<file path="src/rtl/fsm_app_pkg.sv">
// fsm_app_pkg: state encodings and helpers shared by the Fsm_APP blocks
package fsm_app_pkg;

    typedef enum logic [1:0] {
        S_LOW_STABLE  = 2'd0,
        S_WAIT_HIGH   = 2'd1,
        S_HIGH_STABLE = 2'd2,
        S_WAIT_LOW    = 2'd3
    } state_t;

    // Counter width able to hold 0..n-1, never narrower than one bit
    function automatic int cnt_width(input int n);
        return (n > 1) ? $clog2(n) : 1;
    endfunction

endpackage

</file>
<file path="src/rtl/level_synchronizer.sv">
// level_synchronizer: multi-flop synchroniser for an asynchronous level, resets to 0
module level_synchronizer #(
    parameter int STAGES = 2
) (
    input  logic clk,
    input  logic reset_n,
    input  logic d,
    output logic q
);

    logic [STAGES-1:0] r;

    // Shift the raw level through the flop chain
    always_ff @(posedge clk or negedge reset_n)
        if (!reset_n) r <= '0;
        else          r <= {r[STAGES-2:0], d};

    assign q = r[STAGES-1];

endmodule

</file>
<file path="src/rtl/button_debouncer.sv">
// button_debouncer: synchronises a bouncing switch and qualifies each level change
module button_debouncer
    import fsm_app_pkg::*;
#(
    parameter int SYNC_STAGES     = 2,
    parameter int DEBOUNCE_CYCLES = 1_000_000
) (
    input  logic clk,
    input  logic reset_n,
    input  logic sw,
    output logic db_level,
    output logic busy
);

    localparam int               CNT_W = cnt_width(DEBOUNCE_CYCLES);
    localparam logic [CNT_W-1:0] LAST  = CNT_W'(DEBOUNCE_CYCLES - 1);

    logic             sw_s;
    state_t           state;
    logic [CNT_W-1:0] cnt;

    level_synchronizer #(.STAGES(SYNC_STAGES)) u_sync (
        .clk     (clk),
        .reset_n (reset_n),
        .d       (sw),
        .q       (sw_s)
    );

    // Qualification FSM; a bounce on the terminal cycle aborts rather than completes
    always_ff @(posedge clk or negedge reset_n)
        if (!reset_n) begin
            state    <= S_LOW_STABLE;
            cnt      <= '0;
            db_level <= 1'b0;
            busy     <= 1'b0;
        end else begin
            case (state)
                S_LOW_STABLE: begin
                    cnt <= '0;
                    if (sw_s) begin
                        state <= S_WAIT_HIGH;
                        busy  <= 1'b1;
                    end
                end
                S_WAIT_HIGH:
                    if (!sw_s) begin
                        state <= S_LOW_STABLE;
                        cnt   <= '0;
                        busy  <= 1'b0;
                    end else if (cnt == LAST) begin
                        state    <= S_HIGH_STABLE;
                        cnt      <= '0;
                        busy     <= 1'b0;
                        db_level <= 1'b1;
                    end else begin
                        cnt <= cnt + 1'b1;
                    end
                S_HIGH_STABLE: begin
                    cnt <= '0;
                    if (!sw_s) begin
                        state <= S_WAIT_LOW;
                        busy  <= 1'b1;
                    end
                end
                S_WAIT_LOW:
                    if (sw_s) begin
                        state <= S_HIGH_STABLE;
                        cnt   <= '0;
                        busy  <= 1'b0;
                    end else if (cnt == LAST) begin
                        state    <= S_LOW_STABLE;
                        cnt      <= '0;
                        busy     <= 1'b0;
                        db_level <= 1'b0;
                    end else begin
                        cnt <= cnt + 1'b1;
                    end
                default: begin
                    state    <= S_LOW_STABLE;
                    cnt      <= '0;
                    db_level <= 1'b0;
                    busy     <= 1'b0;
                end
            endcase
        end

endmodule

</file>
<file path="config.mk">
export PLATFORM = sky130hd
export DESIGN_NAME = button_debouncer
export DESIGN_NICKNAME = d
export VERILOG_FILES = /design/src/rtl/fsm_app_pkg.sv /design/src/rtl/level_synchronizer.sv /design/src/rtl/button_debouncer.sv
export SDC_FILE = /design/constraint.sdc
export NUM_CORES = 1
export LEC_CHECK = 0
export BUFFER_PORTS_ARGS = -buffer_cell sky130_fd_sc_hd__buf_2
export CORE_ASPECT_RATIO = 2
export CORE_MARGIN = 2
export CORE_UTILIZATION = 45
export CTS_CLUSTER_SIZE = 28
export DETAILED_ROUTE_END_ITERATION = 8
export PLACE_DENSITY = 0.73
export SYNTH_ARGS = -nofsm -noshare
export SYNTH_HDL_FRONTEND = slang
export SYNTH_HIERARCHICAL = 1
export SYNTH_SLANG_ARGS = --single-unit
</file>
<file path="constraint.sdc">
create_clock -name clk -period 1.8 [get_ports clk]
set_input_delay 0.27 -clock clk [delete_from_list [all_inputs] [get_ports clk]]
set_output_delay 0.27 -clock clk [all_outputs]
set_load 0.005 [all_outputs]
</file>
**Word level (Yosys, flattened, before mapping)**

Cells that the tools add are included.

- Add/sub/neg operators: 1
- Multipliers: 0
- Divide/modulo/power cells: 0
- Order comparisons: 0
- Equal/unequal tests: 12
- Shift-type cells: 0
- Muxes and demuxes: 22
- Bitwise logic cells: 0
- Reduce and logical (&&, ||, !) cells: 6

Operators by type and width:

| cell | count |
|---|---|
| $mux W20 | 3 |
| $pmux W20 S3 | 1 |
| $add A20 B1 Y20 const B | 1 |
| $eq A20 B20 Y1 const B | 1 |
| $mux W2 | 6 |
| $mux W1 | 9 |
| $ne A2 B2 Y1 const B | 4 |
| $pmux W2 S4 | 1 |
| $reduce_and A5 Y1 | 1 |
| $eq A2 B2 Y1 const B | 2 |
| $ne A2 B1 Y1 const B | 2 |
| $pmux W1 S4 | 1 |
| $reduce_and A4 Y1 | 1 |
| $ne A3 B2 Y1 const B | 1 |
| $ne A3 B3 Y1 const B | 1 |
| $eq A2 B1 Y1 const B | 1 |
| $logic_not A2 Y1 | 1 |
| $pmux W1 S2 | 1 |
| $reduce_and A2 Y1 | 1 |
| $reduce_bool A2 Y1 | 1 |
| $reduce_or A2 Y1 | 1 |

- Flip-flop bits (word level): 26
- Latch bits: 0
- RAM bits: 0
- ROM bits: 0
- Bits of input ports: 3
- Output and inout bits: 2
- Word-level logic and storage cells: 46
- Memories kept: 0

**Depth between registers and ports, before layout**

Gate-level depths: netlist of the first run.

- Word-level depth: 4
- Depth in mapped cells: 6

**Hierarchy**

Netlist of the first run, hierarchy kept.

Modules (own cells, without submodules):

| module | instances | cells an instance | area each (µm²) | sequential area each (µm²) |
|---|---|---|---|---|
| button_debouncer | 1 | 121 | 1,176.1 | 600.6 |
| level_synchronizer | 1 | 2 | 50.0 | 50.0 |

**Least setup slack after synthesis of the first run**

OpenSTA, ideal clock, no wires.

- Kind: reg2reg
- From: reg cnt[8]
- To: reg with a tool-made name
- Library setup time: 0.125 ns
- Arrival: 1.886 ns
- Required time: 1.675 ns
- Setup slack: -0.211 ns
- Stages on the path, launching flop included: 5
- Cell sequence: dfrtp_1 > or4b_1 > or4_4 > nor3_1 > mux2_2

RTL lines:

| element | line | source |
|---|---|---|
| from (decl) | button_debouncer.sv:20 | `logic [CNT_W-1:0] cnt;` |
| from (signal assigned) | button_debouncer.sv:56 | `cnt <= cnt + 1'b1;` |
| from (signal assigned) | button_debouncer.sv:76 | `cnt <= cnt + 1'b1;` |

**Worst setup path after layout of the first run**

- From: reg cnt[10]
- To: reg cnt[17]

- Longest elaborated chain between the ends: 4

Ends and longest elaborated chain:

| element | line | source |
|---|---|---|
| $add A20 B1 Y20 or $eq A20 B20 Y1 (tied branches) | - |  |
| $mux W20 (*) | button_debouncer.sv:50, button_debouncer.sv:70 |  |
| $mux W20 (on tied branches) | button_debouncer.sv:66, button_debouncer.sv:46 |  |
| $pmux W20 S3 (*) | button_debouncer.sv:37 | `case (state)` |

Every way passes the cells marked *; elsewhere a longest branch is shown, timed or not.
A chain may end at the register's enable or synchronous reset.

==> results.sh, run 1 <==
export IMPL_ant_nets=0
export IMPL_slowest_delay_ps=560
export IMPL_cts_buffers=3
export IMPL_dp_slack_ps=-240
export IMPL_critPathSlowestCell="or4b_1"
export IMPL_whs_ps=-18.1
export IMPL_grt_pass1_vias=997
export IMPL_timing_critical_path_buf_inv=2
export IMPL_antenna_found_initial=0
export IMPL_power_frac_comb_pct=5.0
export IMPL_tightest_slew_ps=583
export IMPL_die_x_um=40.9
export IMPL_grt_start_max_net_pins=27
export IMPL_die_h_um=77.8
export IMPL_insertion_delay_ps=280
export IMPL_synth_compound_area_share_pct=6.94
export IMPL_clk_path_buf_depth=2
export IMPL_rsz0062_at_grt="true"
export IMPL_drt_pass1_iter_count=4
export IMPL_ys_ff_latch=26
export IMPL_synthArstFlopShare_pct=100
export IMPL_synth_top_cell_area_share_pct=53.1
export IMPL_finalSetupTns_ps=-7420
export IMPL_cts_tree="done"
export IMPL_synth_xor_area_share_pct=10.7
export IMPL_ios=5
export IMPL_worstSetupPathType="reg -> reg"
export IMPL_finalSetupViolations=23
export IMPL_syn_nets=127
export IMPL_p_leak_nw=0.644
export IMPL_fin_crit_sh_pct=120
export IMPL_rrSetupSlack_ps=-360
export IMPL_antenna_cells=0
export IMPL_via_per_inst=5.66
export IMPL_place_hpwl_um=2010
export IMPL_synth_edf_count=0
export IMPL_postCtsHoldBufs=0
export IMPL_dieArea_um2=3180
export IMPL_yosys_warnings=6
export IMPL_startpoint_type="flop"
export IMPL_fin_cells=180
export IMPL_grt_pass1_wl_um=4300
export IMPL_synthMostInstantiatedCell="dfrtp_1"
export IMPL_hp_class="in -> async"
export IMPL_path_clk_slew_ps=90
export IMPL_violations="negative hold slack, negative setup slack"
export IMPL_synthFlopType="dfrtp_1"
export IMPL_place_inst=173
export IMPL_powerDensity_nw_per_um2=665
export IMPL_setup_slack_ps=-361
export IMPL_p_seq_share_pct=57.6
export IMPL_layout_nets=157
export IMPL_fin_skew_ps=6.10
export IMPL_slew_headroom_pct=61.1
export IMPL_h_tree_depth=1
export IMPL_portBuffers=4
export IMPL_grt_overflow_total=0
export IMPL_finalCriticalPeriod_ps=2160
export IMPL_netlist_top_cells_count="dfrtp_1, nor2_1, xnor2_1"
export IMPL_syn_area_um2=1230
export IMPL_drcViolationCount=0
export IMPL_synth_fa_ha_area_share_pct=1.02
export IMPL_timing_critical_path_mode_cell="buf_4"
export IMPL_gp_congestion=0.754
export IMPL_final_hold_viol_count=26
export IMPL_sw_frac_of_total_pct=22.1
export IMPL_reg2reg_to="cnt[17]"
export IMPL_status="finished, violations left"
export IMPL_drive_gt1_share_pct=30.3
export IMPL_avgSynthCellArea_um2=9.97
export IMPL_crit_start="cnt[10]"
export IMPL_synthTopCellsByArea="dfrtp_1, xnor2_1, nor2_1, nand3_1, xor2_1"
export IMPL_synth_top_area_cell="dfrtp_1"
export IMPL_seq_area_frac_synth_pct=53.1
export IMPL_track_usage_pct=19.8
export IMPL_slew_viol_final=0
export IMPL_synth_area_mux_share_pct=0.918
export IMPL_cp_end_kind="flop"
export IMPL_ys_types=27
export IMPL_vias=1018
export IMPL_cp_cell_sequence="or4b_1 -> or4_4 -> o211ai_1 -> buf_4 -> buf_4 -> a21oi_2"
export IMPL_p_switching_w=0.000229
export IMPL_reg2reg_from="cnt[10]"
export IMPL_core_rowCount=26
export IMPL_synth_simple_gate_area_share_pct=23.7
export IMPL_max_freq_mhz=463
export IMPL_worst_ep_arrival_time_ps=2330
export IMPL_cts_sinks=26
export IMPL_postLayoutCoreUtil_pct=60.6
export IMPL_initialDrtViolationCount=31
export IMPL_start_util_pct=47.7
export IMPL_p_clk_share_pct=37.3
export IMPL_required_ps=1970
export IMPL_reg2reg_depth=6
export IMPL_area_growth_syn_to_layout_pct=26.9
export IMPL_synth_cells=123
export IMPL_fp_coreArea_um2=2570
export IMPL_fill_cells=204
export IMPL_synth_top_family_by_area="simple AND/OR/NAND/NOR gates"
export IMPL_root_buffer="clkbuf_8"
export IMPL_path_max_fanout=6
export IMPL_drt_total_wl_um=2950
export IMPL_wire_per_inst_um=16.4
export IMPL_cap_violations=0
export IMPL_cell_internal_pwr_w=0.000806
export IMPL_ir_drop_uv=477
export IMPL_critPathTopFamily="simple AND/OR/NAND/NOR gates"
## layout by cell type (no fill, tap or decap), drive strengths merged, types with 2 or more instances in the layout
cell type / Yosys / routed
nand2: 6 / 6
nor2: 19 / 19
nor3: 4 / 4
buf: 3 / 28
nand3: 7 / 7
nand4: 3 / 3
o31ai: 2 / 2
o21ai: 3 / 3
a21oi: 4 / 4
inv: 8 / 8
or4: 3 / 3
clkbuf: 0 / 4
o211ai: 2 / 2
or3: 4 / 4
xnor2: 11 / 11
xor2: 4 / 4
dfrtp: 26 / 26
nor4: 5 / 5
## worst register-to-register path, stage by stage, from the launching register on
cell      delay, ps
dfrtp_1         380
or4b_1          560
or4_4           490
o211ai_1        240
buf_4           180
buf_4           160
a21oi_2          40
## sequential cells by signal (all words and copies together), names as in the netlist, named ones only
register,flops
busy,1
u_sync/r,2
state,1
db_level,1
cnt,20
## routing by layer
layer	vias up	GRT usage (%)	routed length [um]
met1	498	20.1	1010
li1	485	-	-
met2	23	34.4	1730
met4	0	11.7	129
met5	-	0	0
met3	12	2.00	78
## kinds of logic after synthesis
| group | after synthesis |
|---|---|
| simple gates | 56 |
| xor+xnor | 15 |
| fa+ha+maj | 1 |
| buf+inv | 11 |
| flops | 26 |
| mux | 1 |
| compound gates | 13 |
## metrics by stage
step | power (W) | instance area (um^2)
5_1_grt | 0.00107 | 1560
3_3_place_gp | 0.000650 | 1440
3_5_place_dp | 0.000652 | 1440
2_1_floorplan | 0.000626 | 1250
6_report | 0.00103 | 1560
4_1_cts | 0.00103 | 1520
## power groups by stage
stage | Clock, W | Sequential [W] | Combinational [W]
after floorplan | 0 | 0.000608 | 0.0000182
after global placement | 0 | 0.000608 | 0.0000418
after detailed placement | 0 | 0.000608 | 0.0000438
after CTS | 0.000389 | 0.000596 | 0.0000450
after global routing | 0.000409 | 0.000598 | 0.0000584
final | 0.000386 | 0.000596 | 0.0000521
## layout make-up
class	instances	area [um^2]	area share, %
multi-input cells	86	578	37.1
well taps	28	35.0	2.25
flip-flops and latches	26	651	41.8
repair buffers	28	208	13.3
clock buffers	4	55.1	3.54
inverters	8	30.0	1.93
## worst max-delay path by stage
stage / endpoint / slack [ps] / cells after the start
finish: cnt[17] / -360 / 6
global route: cnt[19] / -430 / 6
CTS: cnt[1] / -250 / 5
detailed placement: flop / -240 / 4
global placement: flop / -170 / 4
floorplan: db_level / -160 / 4
## what timing repair did
item / 4_1_cts / 5_1_grt
resized for setup: 5 / 8
setup endpoints to repair: 23 / 24
cloned: 0 / 1
buffers inserted: 1 / 1
pin swaps: 1 / 0
Power figures use the tool's default switching activity.
==> inputs of run 2 (changes only) <==
Settings changed: BUFFER_PORTS_ARGS -buffer_cell sky130_fd_sc_hd__buf_2 to -buffer_cell sky130_fd_sc_hd__buf_4.
==> results.sh, run 2 (synthesized netlist as in run 1, its figures left out) <==
export IMPL_status="finished, violations left"
export IMPL_violations="negative setup slack"
export IMPL_fp_coreArea_um2=2570
export IMPL_cap_violations=0
export IMPL_required_ps=1960
export IMPL_path_max_fanout=6
export IMPL_largest_register="cnt"
export IMPL_p_switching_w=0.000232
export IMPL_root_buffer="clkbuf_8"
export IMPL_finalCriticalPeriod_ps=2030
export IMPL_hold_start="sw"
export IMPL_portBuffers=4
export IMPL_ant_nets=0
export IMPL_cts_tree="done"
export IMPL_finalSetupTns_ps=-4680
export IMPL_fin_skew_ps=5.31
export IMPL_startpoint_type="flop"
export IMPL_insertion_delay_ps=280
export IMPL_cell_internal_pwr_w=0.000913
export IMPL_ir_drop_uv=651
export IMPL_sw_frac_of_total_pct=20.3
export IMPL_ios=5
export IMPL_dp_slack_ps=-227
export IMPL_h_tree_depth=1
export IMPL_area_growth_syn_to_layout_pct=31.5
export IMPL_postLayoutCoreUtil_pct=62.8
export IMPL_via_per_inst=5.68
export IMPL_clk_path_buf_depth=2
export IMPL_die_x_um=40.9
export IMPL_cp_end_kind="flop"
export IMPL_place_hpwl_um=2080
export IMPL_fin_crit_sh_pct=113
export IMPL_p_seq_share_pct=52.1
export IMPL_final_cell_mix="dfrtp_1, buf_4, nor2_2"
export IMPL_antenna_found_initial=0
export IMPL_crit_start="cnt[10]"
export IMPL_hp_class="in -> reg"
export IMPL_total_power_w=0.00115
export IMPL_grt_overflow_total=0
export IMPL_worst_ep_arrival_time_ps=2190
export IMPL_whs_ps=99.6
export IMPL_cts_sinks=26
export IMPL_reg2reg_from="cnt[10]"
export IMPL_antenna_cells=0
export IMPL_largest_reg_flops=20
export IMPL_gp_congestion=0.763
export IMPL_drive_gt1_share_pct=33.3
export IMPL_p_leak_nw=0.660
export IMPL_core_rowCount=26
export IMPL_finalSetupViolations=23
export IMPL_die_h_um=77.8
export IMPL_path_clk_slew_ps=90
export IMPL_powerDensity_nw_per_um2=710
export IMPL_rrSetupSlack_ps=-230
export IMPL_layout_nets=158
export IMPL_setup_slack_ps=-226
export IMPL_max_freq_mhz=494
export IMPL_rsz0062_at_grt="true"
export IMPL_drcViolationCount=0
export IMPL_final_hold_viol_count=0
export IMPL_grt_start_max_net_pins=27
export IMPL_power_frac_comb_pct=5.1
export IMPL_initialDrtViolationCount=53
export IMPL_track_usage_pct=21.5
export IMPL_final_common_cell="dfrtp_1"
export IMPL_wire_per_inst_um=15.8
export IMPL_worstSetupPathType="reg -> reg"
export IMPL_tightest_slew_ps=341
export IMPL_reg_top3="cnt x20, u_sync/r x2"
export IMPL_start_util_pct=47.7
export IMPL_drt_total_wl_um=2870
export IMPL_grt_pass1_wl_um=4770
export IMPL_slew_headroom_pct=77.1
export IMPL_slew_viol_final=0
export IMPL_grt_pass1_vias=1101
export IMPL_drt_pass1_iter_count=4
export IMPL_p_clk_share_pct=42.8
export IMPL_dieArea_um2=3180
export IMPL_vias=1028
export IMPL_cts_buffers=3
-- run 2: changes by cell type in the layout (fill, tap and decap cells not counted) --
cell / before / now
nor2_1: 12 / 7
bufinv_16: 0 / 1
clkbuf_8: 4 / 3
nor2_2: 7 / 12
buf_2: 4 / 0
buf_4: 22 / 25
dlygate4sd3_1: 0 / 1
buf_8: 0 / 1
-- run 2: metrics by stage --
stage	std cells	instance area, um^2
6_report	181	1610
5_1_grt	181	1610
4_1_cts	181	1600
3_5_place_dp	173	1450
3_3_place_gp	173	1450
2_1_floorplan	123	1250
-- run 2: power groups by stage --
| stage | Combinational, W | Sequential, W | Clock, W |
|---|---|---|---|
| 3_5_place_dp | 0.0000468 | 0.000608 | 0 |
| 4_1_cts | 0.0000586 | 0.000596 | 0.000489 |
| 5_1_grt | 0.0000668 | 0.000598 | 0.000509 |
| 6_report | 0.0000589 | 0.000596 | 0.000490 |
| 3_3_place_gp | 0.0000444 | 0.000608 | 0 |
| 2_1_floorplan | 0.0000182 | 0.000608 | 0 |
-- run 2: critical path: stages, from the launching register on --
cell      delay (ps)
dfrtp_1          390
or4b_1           510
or4_4            470
o211ai_1         180
buf_4            170
buf_6            140
a21oi_2           40
-- run 2: final timing paths --
check                                              to  cells past startpoint
min in group asynchronous  asynchronous set/reset pin                      2
min                                       u_sync/r[0]                      1
min reg2reg                               u_sync/r[1]                      0
max in group asynchronous                    db_level                      2
max reg2reg                                   cnt[18]                      6
max                                           cnt[18]                      6
-- run 2: routing by layer --
layer | vias up | global-route usage [%] | share of wire, %
li1 | 490 | - | -
met4 | 0 | 13.7 | 4.0
met1 | 506 | 22.5 | 37
met2 | 21 | 36.7 | 56
met5 | - | 0 | 0
met3 | 11 | 1.71 | 2.1
-- run 2: final cells by class --
| class | instances | area [um^2] |
|---|---|---|
| inverters | 8 | 30.0 |
| multi-input cells | 86 | 591 |
| flip-flops and latches | 26 | 651 |
| clock buffers | 3 | 41.3 |
| clock inverters | 1 | 30.0 |
| fillers | 184 | 957 |
| repair buffers | 29 | 235 |
| well taps | 28 | 35.0 |
-- run 2: timing repair --
| item | in CTS | in global routing |
|---|---|---|
| endpoints found under the setup margin | 23 | 24 |
| setup buffers | 2 | 0 |
| cloned | 1 | 0 |
| hold buffers | 1 | 0 |
| pin swaps | 2 | 1 |
| hold endpoints to repair | 26 | 0 |
| gates resized for setup | 17 | 4 |
